`src/rtl/domain_rst_pkg.sv`:
```
// Shared state encoding and counter-width helpers for the domain reset sequencer.
package domain_rst_pkg;

  typedef enum logic [1:0] {
    ST_SYNC    = 2'd0,
    ST_HOLD    = 2'd1,
    ST_RELEASE = 2'd2,
    ST_DONE    = 2'd3
  } state_e;

  // Bits needed to hold 0..max_val; never less than one bit.
  function automatic int cnt_width(input int max_val);
    return (max_val < 1) ? 1 : $clog2(max_val + 1);
  endfunction

  // Phase counter spans 2^(n-1) cycles, the period of the slowest enable.
  function automatic int phase_width(input int n);
    return (n > 1) ? n - 1 : 1;
  endfunction

endpackage

```
`src/rtl/reset_synchronizer.sv`:
```
// Two-flop reset synchronizer: asserts asynchronously, releases on the clock.
module reset_synchronizer (
  input  logic clock,
  input  logic reset_n,
  output logic rst_sync_n
);

  logic meta_q;
  logic sync_q;

  always_ff @(posedge clock or negedge reset_n) begin
    if (!reset_n) begin
      meta_q <= 1'b0;
      sync_q <= 1'b0;
    end else begin
      meta_q <= 1'b1;
      sync_q <= meta_q;
    end
  end

  assign rst_sync_n = sync_q;

endmodule

```
`src/rtl/domain_reset_sequencer.sv`:
```
// Divide-by-2^i clock enables plus per-domain resets released in order,
// each release aligned to its own domain's enable pulse.
module domain_reset_sequencer
  import domain_rst_pkg::*;
#(
  parameter int NUM_DOMAINS = 3,
  parameter int HOLD_CYCLES = 4,
  parameter int STAGGER     = 2
) (
  input  logic                   clock,
  input  logic                   reset_n,
  input  logic                   sw_rst_req,
  output logic [NUM_DOMAINS-1:0] domain_en,
  output logic [NUM_DOMAINS-1:0] domain_rst,
  output logic                   seq_done
);

  localparam int HW = cnt_width(HOLD_CYCLES);
  localparam int SW = cnt_width(STAGGER);
  localparam int IW = cnt_width(NUM_DOMAINS - 1);
  localparam int PW = phase_width(NUM_DOMAINS);

  localparam logic [HW-1:0] HOLD_LAST    = HW'(HOLD_CYCLES - 1);
  localparam logic [SW-1:0] STAGGER_LOAD = SW'(STAGGER);
  localparam logic [IW-1:0] IDX_LAST     = IW'(NUM_DOMAINS - 1);

  logic                   sync_n;
  state_e                 state_q,   state_d;
  logic [HW-1:0]          hold_q,    hold_d;
  logic [SW-1:0]          stagger_q, stagger_d;
  logic [IW-1:0]          idx_q,     idx_d;
  logic [PW-1:0]          phase_q,   phase_d;
  logic [NUM_DOMAINS-1:0] rst_q,     rst_d;
  logic                   done_q,    done_d;
  logic                   active;
  logic                   en_sel;

  reset_synchronizer u_sync (
    .clock      (clock),
    .reset_n    (reset_n),
    .rst_sync_n (sync_n)
  );

  assign active = (state_q != ST_SYNC);

  // Domain i fires when the low i phase bits are all ones: once per 2^i cycles.
  generate
    for (genvar gi = 0; gi < NUM_DOMAINS; gi++) begin : g_en
      if (gi == 0) begin : g_base
        assign domain_en[gi] = active;
      end else begin : g_div
        assign domain_en[gi] = active & (&phase_q[gi-1:0]);
      end
    end
  endgenerate

  assign en_sel = domain_en[idx_q];

  always_comb begin
    state_d   = state_q;
    hold_d    = hold_q;
    stagger_d = stagger_q;
    idx_d     = idx_q;
    rst_d     = rst_q;
    done_d    = done_q;
    phase_d   = active ? phase_q + PW'(1) : phase_q;

    case (state_q)
      ST_SYNC: begin
        if (sync_n) begin
          state_d = ST_HOLD;
          hold_d  = '0;
          phase_d = '0;
        end
      end
      ST_HOLD: begin
        hold_d = hold_q + HW'(1);
        if (hold_q == HOLD_LAST) begin
          state_d   = ST_RELEASE;
          idx_d     = '0;
          stagger_d = '0;
        end
      end
      ST_RELEASE: begin
        if (stagger_q != '0) begin
          stagger_d = stagger_q - SW'(1);
        end else if (en_sel) begin
          rst_d[idx_q] = 1'b0;
          stagger_d    = STAGGER_LOAD;
          if (idx_q == IDX_LAST) begin
            state_d = ST_DONE;
            done_d  = 1'b1;
          end else begin
            idx_d = idx_q + IW'(1);
          end
        end
      end
      ST_DONE: begin
      end
      default: begin
        state_d = ST_SYNC;
      end
    endcase

    // Soft reset restarts from HOLD; the board-reset synchronizer is not re-run.
    if (sw_rst_req && active) begin
      state_d   = ST_HOLD;
      hold_d    = '0;
      phase_d   = '0;
      stagger_d = '0;
      idx_d     = '0;
      rst_d     = '1;
      done_d    = 1'b0;
    end
  end

  always_ff @(posedge clock or negedge reset_n) begin
    if (!reset_n) begin
      state_q   <= ST_SYNC;
      hold_q    <= '0;
      stagger_q <= '0;
      idx_q     <= '0;
      phase_q   <= '0;
      rst_q     <= '1;
      done_q    <= 1'b0;
    end else begin
      state_q   <= state_d;
      hold_q    <= hold_d;
      stagger_q <= stagger_d;
      idx_q     <= idx_d;
      phase_q   <= phase_d;
      rst_q     <= rst_d;
      done_q    <= done_d;
    end
  end

  assign domain_rst = rst_q;
  assign seq_done   = done_q;

endmodule

```
`config.mk`:
```
export PLATFORM = sky130hd
export DESIGN_NAME = domain_reset_sequencer
export DESIGN_NICKNAME = d
export VERILOG_FILES = /design/src/rtl/domain_rst_pkg.sv /design/src/rtl/reset_synchronizer.sv /design/src/rtl/domain_reset_sequencer.sv
export SDC_FILE = /design/constraint.sdc
export NUM_CORES = 1
export LEC_CHECK = 0
export ABC_CLOCK_PERIOD_IN_PS = 2800
export CAP_MARGIN = 20
export CORE_MARGIN = 4
export CORE_UTILIZATION = 53
export CTS_CLUSTER_SIZE = 8
export DETAILED_ROUTE_END_ITERATION = 10
export GPL_TIMING_DRIVEN = 1
export PLACE_DENSITY_LB_ADDON = 0.12
export SETUP_SLACK_MARGIN = 0.2
export SLEW_MARGIN = 0
export SYNTH_ARGS = -nofsm -noshare
export SYNTH_HDL_FRONTEND = slang
export SYNTH_SLANG_ARGS = --single-unit
```
`constraint.sdc`:
```
create_clock -name clock -period 2.8 [get_ports clock]
set_input_delay 0.42 -clock clock [delete_from_list [all_inputs] [get_ports clock]]
set_output_delay 0.42 -clock clock [all_outputs]
set_load 0.02 [all_outputs]
```
==> results of run 1 <==
==> worst min path at each step <==
stage / endpoint / slack [ps] / cells past startpoint
2_1_floorplan: hold_q[0] / 120 / 0
3_3_place_gp: u_sync.rst_sync_n / 340 / 0
3_5_place_dp: u_sync.rst_sync_n / 340 / 0
4_1_cts: u_sync.rst_sync_n / 360 / 0
5_1_grt: u_sync.rst_sync_n / 380 / 0
6_report: u_sync.rst_sync_n / 360 / 0
==> layout make-up <==
| cell class | instances | area, um2 |
|---|---|---|
| timing repair buffer | 10 | 97.6 |
| tap | 25 | 31.3 |
| clock buffer | 4 | 26.3 |
| sequential | 17 | 429 |
| fill | 155 | 618 |
| inverter | 10 | 37.5 |
| multi-input combinational | 77 | 562 |
==> metrics by stage <==
stage	total power [mW]	worst slack, ps	instances	hold slack, ps
after floorplan	0.841	559	107	124
after global placement	0.987	494	139	337
after detailed placement	0.999	400	139	341
after CTS	1.14	388	143	365
after global routing	1.23	268	143	377
final	1.13	396	143	361
==> cell usage in the layout (no fill, tap or decap), types with 2 or more instances in the layout <==
master,instances
dfrtp_1,14
ha_1,13
inv_1,10
nand2_1,10
nor2_1,9
clkdlybuf4s50_1,9
a21oi_1,8
o21ai_0,4
o22ai_1,3
a22oi_1,3
nand2b_1,3
a21o_1,3
clkbuf_4,3
dfstp_2,3
mux2_2,2
mux2i_1,2
==> power breakdown <==
part	internal, mW	total [mW]	switching (mW)	leakage (nW)
clock	0.0554	0.132	0.0766	0.0150
sequential	0.322	0.381	0.0581	0.213
combinational	0.276	0.622	0.346	0.308
==> cells by family after synthesis <==
| family | Yosys count | share of synthesized area |
|---|---|---|
| buffers and inverters | 13 | 0.0583 |
| AOI/OAI and AO/OA | 27 | 0.165 |
| and+or+nand+nor | 31 | 0.159 |
| DFF | 17 | 0.408 |
| other | 1 | 0.00356 |
| muxes | 5 | 0.0511 |
| adders and majority gates | 13 | 0.155 |
==> routing by layer <==
layer | track usage | vias to the layer above | share of wire
li1 | - | 395 | -
met5 | 0 | - | 0
met2 | 0.267 | 19 | 0.46
met3 | 0.0342 | 4 | 0.041
met1 | 0.231 | 371 | 0.48
met4 | 0.0766 | 0 | 0.015
==> Yosys cell counts, drive strengths merged (2+ instances only) <==
master / count / area (um2)
a21o: 3 / 22.5
a21oi: 8 / 40.0
a22oi: 3 / 22.5
buf: 3 / 23.8
dfrtp: 14 / 350
dfstp: 3 / 78.8
ha: 13 / 163
inv: 10 / 37.5
mux2: 3 / 33.8
mux2i: 2 / 20.0
nand2: 10 / 37.5
nand2b: 4 / 27.5
nor2: 9 / 33.8
nor4: 2 / 27.5
o21ai: 4 / 20.0
o22ai: 3 / 18.8
==> flip-flops by register name (all words and copies together) (netlist names) <==
signal,cells
hold_q,3
state_q,2
u_sync.rst_sync_n,1
domain_rst,3
stagger_q,2
idx_q,2
seq_done,1
u_sync.meta_q,1
phase_q,2
==> impl_metrics.prom, run 1 <==
# TYPE chip_impl_metric gauge
chip_impl_metric{name="drt-vias-per-instance",unit=""} 5.52
chip_impl_metric{name="ir_worst_vdd",unit="mV"} 0.539
chip_impl_metric{name="setup_viol",unit=""} 0
chip_impl_metric{name="design_area",unit="um2"} 1180
chip_impl_metric{name="clkSinkCount",unit=""} 17
chip_impl_metric{name="postPlaceCellArea",unit="um2"} 1160
chip_impl_metric{name="cts_buffer_count",unit=""} 3
chip_impl_metric{name="power_per_cell_area",unit="nW/um2"} 958
chip_impl_metric{name="logic_depth_of_the_worst_register_to_register_path",unit=""} 7
chip_impl_metric{name="grt-ovfl-total",unit=""} 0
chip_impl_metric{name="fraction_of_the_yosys_area_taken_by_sequential_cells",unit=""} 0.408
chip_impl_info{name="worst_path_dominant_cell_family",value="buffers and inverters"} 1
chip_impl_metric{name="post_synthesis_sequential_element_count",unit=""} 17
chip_impl_metric{name="clock_edge_transition_at_the_registers_on_the_reported_setup_and_hold_paths",unit="ps"} 100
chip_impl_metric{name="drcViolationCount",unit=""} 0
chip_impl_metric{name="hold_viol",unit=""} 0
chip_impl_metric{name="ant_diodes",unit=""} 0
chip_impl_metric{name="final.setup_skew",unit="ps"} 3.31
chip_impl_metric{name="leakagePower",unit="nW"} 0.536
chip_impl_metric{name="worst_slew_pin_slew",unit="ps"} 760
chip_impl_info{name="timing.setup.critical_path_class",value="register to output pin"} 1
chip_impl_metric{name="cts.repair.resized",unit=""} 0
chip_impl_info{name="holdCritStartpoint",value="u_sync.meta_q"} 1
chip_impl_metric{name="area_delta_synth_final",unit="%"} 12.5
chip_impl_metric{name="setup-tns-final",unit="ps"} 0
chip_impl_metric{name="grt_first_pass_wirelength",unit="um"} 3480
chip_impl_metric{name="drt-initial-drc-count",unit=""} 18
chip_impl_metric{name="postRouteWirelength",unit="um"} 1930
chip_impl_metric{name="fraction_of_registers_with_async_set_or_reset_after_synthesis",unit=""} 1.00
chip_impl_metric{name="final.min_clock_period",unit="ps"} 2400
chip_impl_metric{name="ios",unit=""} 10
chip_impl_metric{name="detailroute.via_count",unit=""} 789
chip_impl_metric{name="synth_edf_count",unit=""} 0
chip_impl_metric{name="die-width",unit="um"} 52.6
chip_impl_metric{name="drt-wirelength-per-cell",unit="um"} 13.5
chip_impl_info{name="synth_flop_cell",value="dfrtp_1"} 1
chip_impl_metric{name="cpPeakStageDelay",unit="ps"} 620
chip_impl_metric{name="floorplan.die.height",unit="um"} 52.6
chip_impl_info{name="critical_path.startpoint_type",value="register"} 1
chip_impl_metric{name="worst_ep_arrival_time",unit="ps"} 1980
chip_impl_metric{name="fin_nets",unit=""} 135
chip_impl_metric{name="cp_num_cells",unit=""} 5
chip_impl_metric{name="drv_cap",unit=""} 0
chip_impl_metric{name="placement_rows",unit=""} 15
chip_impl_metric{name="routabilityCongestion",unit=""} 0.856
chip_impl_metric{name="dp.final_hpwl",unit="um"} 1450
chip_impl_metric{name="holdBufCountCts",unit=""} 0
chip_impl_metric{name="reg2reg_setup_slack",unit="ps"} 610
chip_impl_metric{name="postSynthCellCount",unit=""} 107
chip_impl_metric{name="clock_latency_at_the_later_pin_of_the_worst_skew_pair",unit="ps"} 290
chip_impl_metric{name="number_of_antenna_violations_at_the_first_check_in_global_routing",unit=""} 0
chip_impl_metric{name="path_buf_inv",unit=""} 3
chip_impl_metric{name="synth.yosys.warnings",unit=""} 0
chip_impl_metric{name="design.core.area",unit="um2"} 1800
chip_impl_info{name="cts_tree",value="yes"} 1
chip_impl_metric{name="grt_util_all_layers",unit=""} 0.172
chip_impl_metric{name="max-slew-margin-rel",unit=""} 0.491
chip_impl_metric{name="syn_area",unit="um2"} 1050
chip_impl_info{name="worst_setup_path_end_kind",value="output pin"} 1
chip_impl_info{name="timing.critical_path.to",value="domain_en[1]"} 1
chip_impl_metric{name="postSynthNetCount",unit=""} 123
chip_impl_info{name="rsz_0062_raised_after_global_routing",value="false"} 1
chip_impl_info{name="worst_setup_path_startpoint",value="state_q[0]"} 1
chip_impl_metric{name="grt_max_degree",unit=""} 18
chip_impl_info{name="hold_path.class",value="register to register"} 1
chip_impl_metric{name="dr.pass1.iters",unit=""} 4
chip_impl_metric{name="vias_in_the_first_global_route",unit=""} 809
chip_impl_info{name="path_cells",value="inv_1 -> ha_1 -> inv_1 -> ha_1 -> clkdlybuf4s50_1"} 1
chip_impl_metric{name="postSynthAreaPerCell",unit="um2"} 9.83
chip_impl_metric{name="postRouteAntennaNets",unit=""} 0
chip_impl_metric{name="fmax",unit="MHz"} 416
chip_impl_metric{name="cp_data_required_time",unit="ps"} 2380
chip_impl_metric{name="die_area",unit="um2"} 2760
chip_impl_metric{name="slew_violations",unit=""} 0
chip_impl_metric{name="share_of_cells_above_drive_strength_1",unit=""} 0.102
chip_impl_metric{name="synth.distinct_cells",unit=""} 34
chip_impl_info{name="worstReg2RegStart",value="state_q[0]"} 1
chip_impl_metric{name="cp_max_fo",unit=""} 5
chip_impl_metric{name="cts_max_path_buffers",unit=""} 2
chip_impl_info{name="cts.root.buffer_cell",value="clkbuf_4"} 1
chip_impl_metric{name="cts-htree-levels",unit=""} 1
chip_impl_metric{name="starting_density_of_the_core",unit=""} 0.584
chip_impl_info{name="outcome",value="completed"} 1
chip_impl_metric{name="post-route-period-util",unit=""} 0.859
chip_impl_metric{name="utilization",unit=""} 0.657
chip_impl_metric{name="post-cts-setup-buffers",unit=""} 0
chip_impl_info{name="slowest_stage",value="clkdlybuf4s50_1"} 1
chip_impl_info{name="worstReg2RegEnd",value="state_q[0]"} 1
chip_impl_metric{name="portBuffers",unit=""} 9
Power figures use the tool's default switching activity.
==> inputs of run 2 (changes only) <==
--- a/config.mk
+++ b/config.mk
@@ -13,7 +13,6 @@
 export DETAILED_ROUTE_END_ITERATION = 10
 export GPL_TIMING_DRIVEN = 1
 export PLACE_DENSITY_LB_ADDON = 0.12
-export SETUP_SLACK_MARGIN = 0.2
 export SLEW_MARGIN = 0
 export SYNTH_ARGS = -nofsm -noshare
 export SYNTH_HDL_FRONTEND = slang
==> results of run 2 <==
The final DEF is identical to that of run 1; final timing and power are the same.
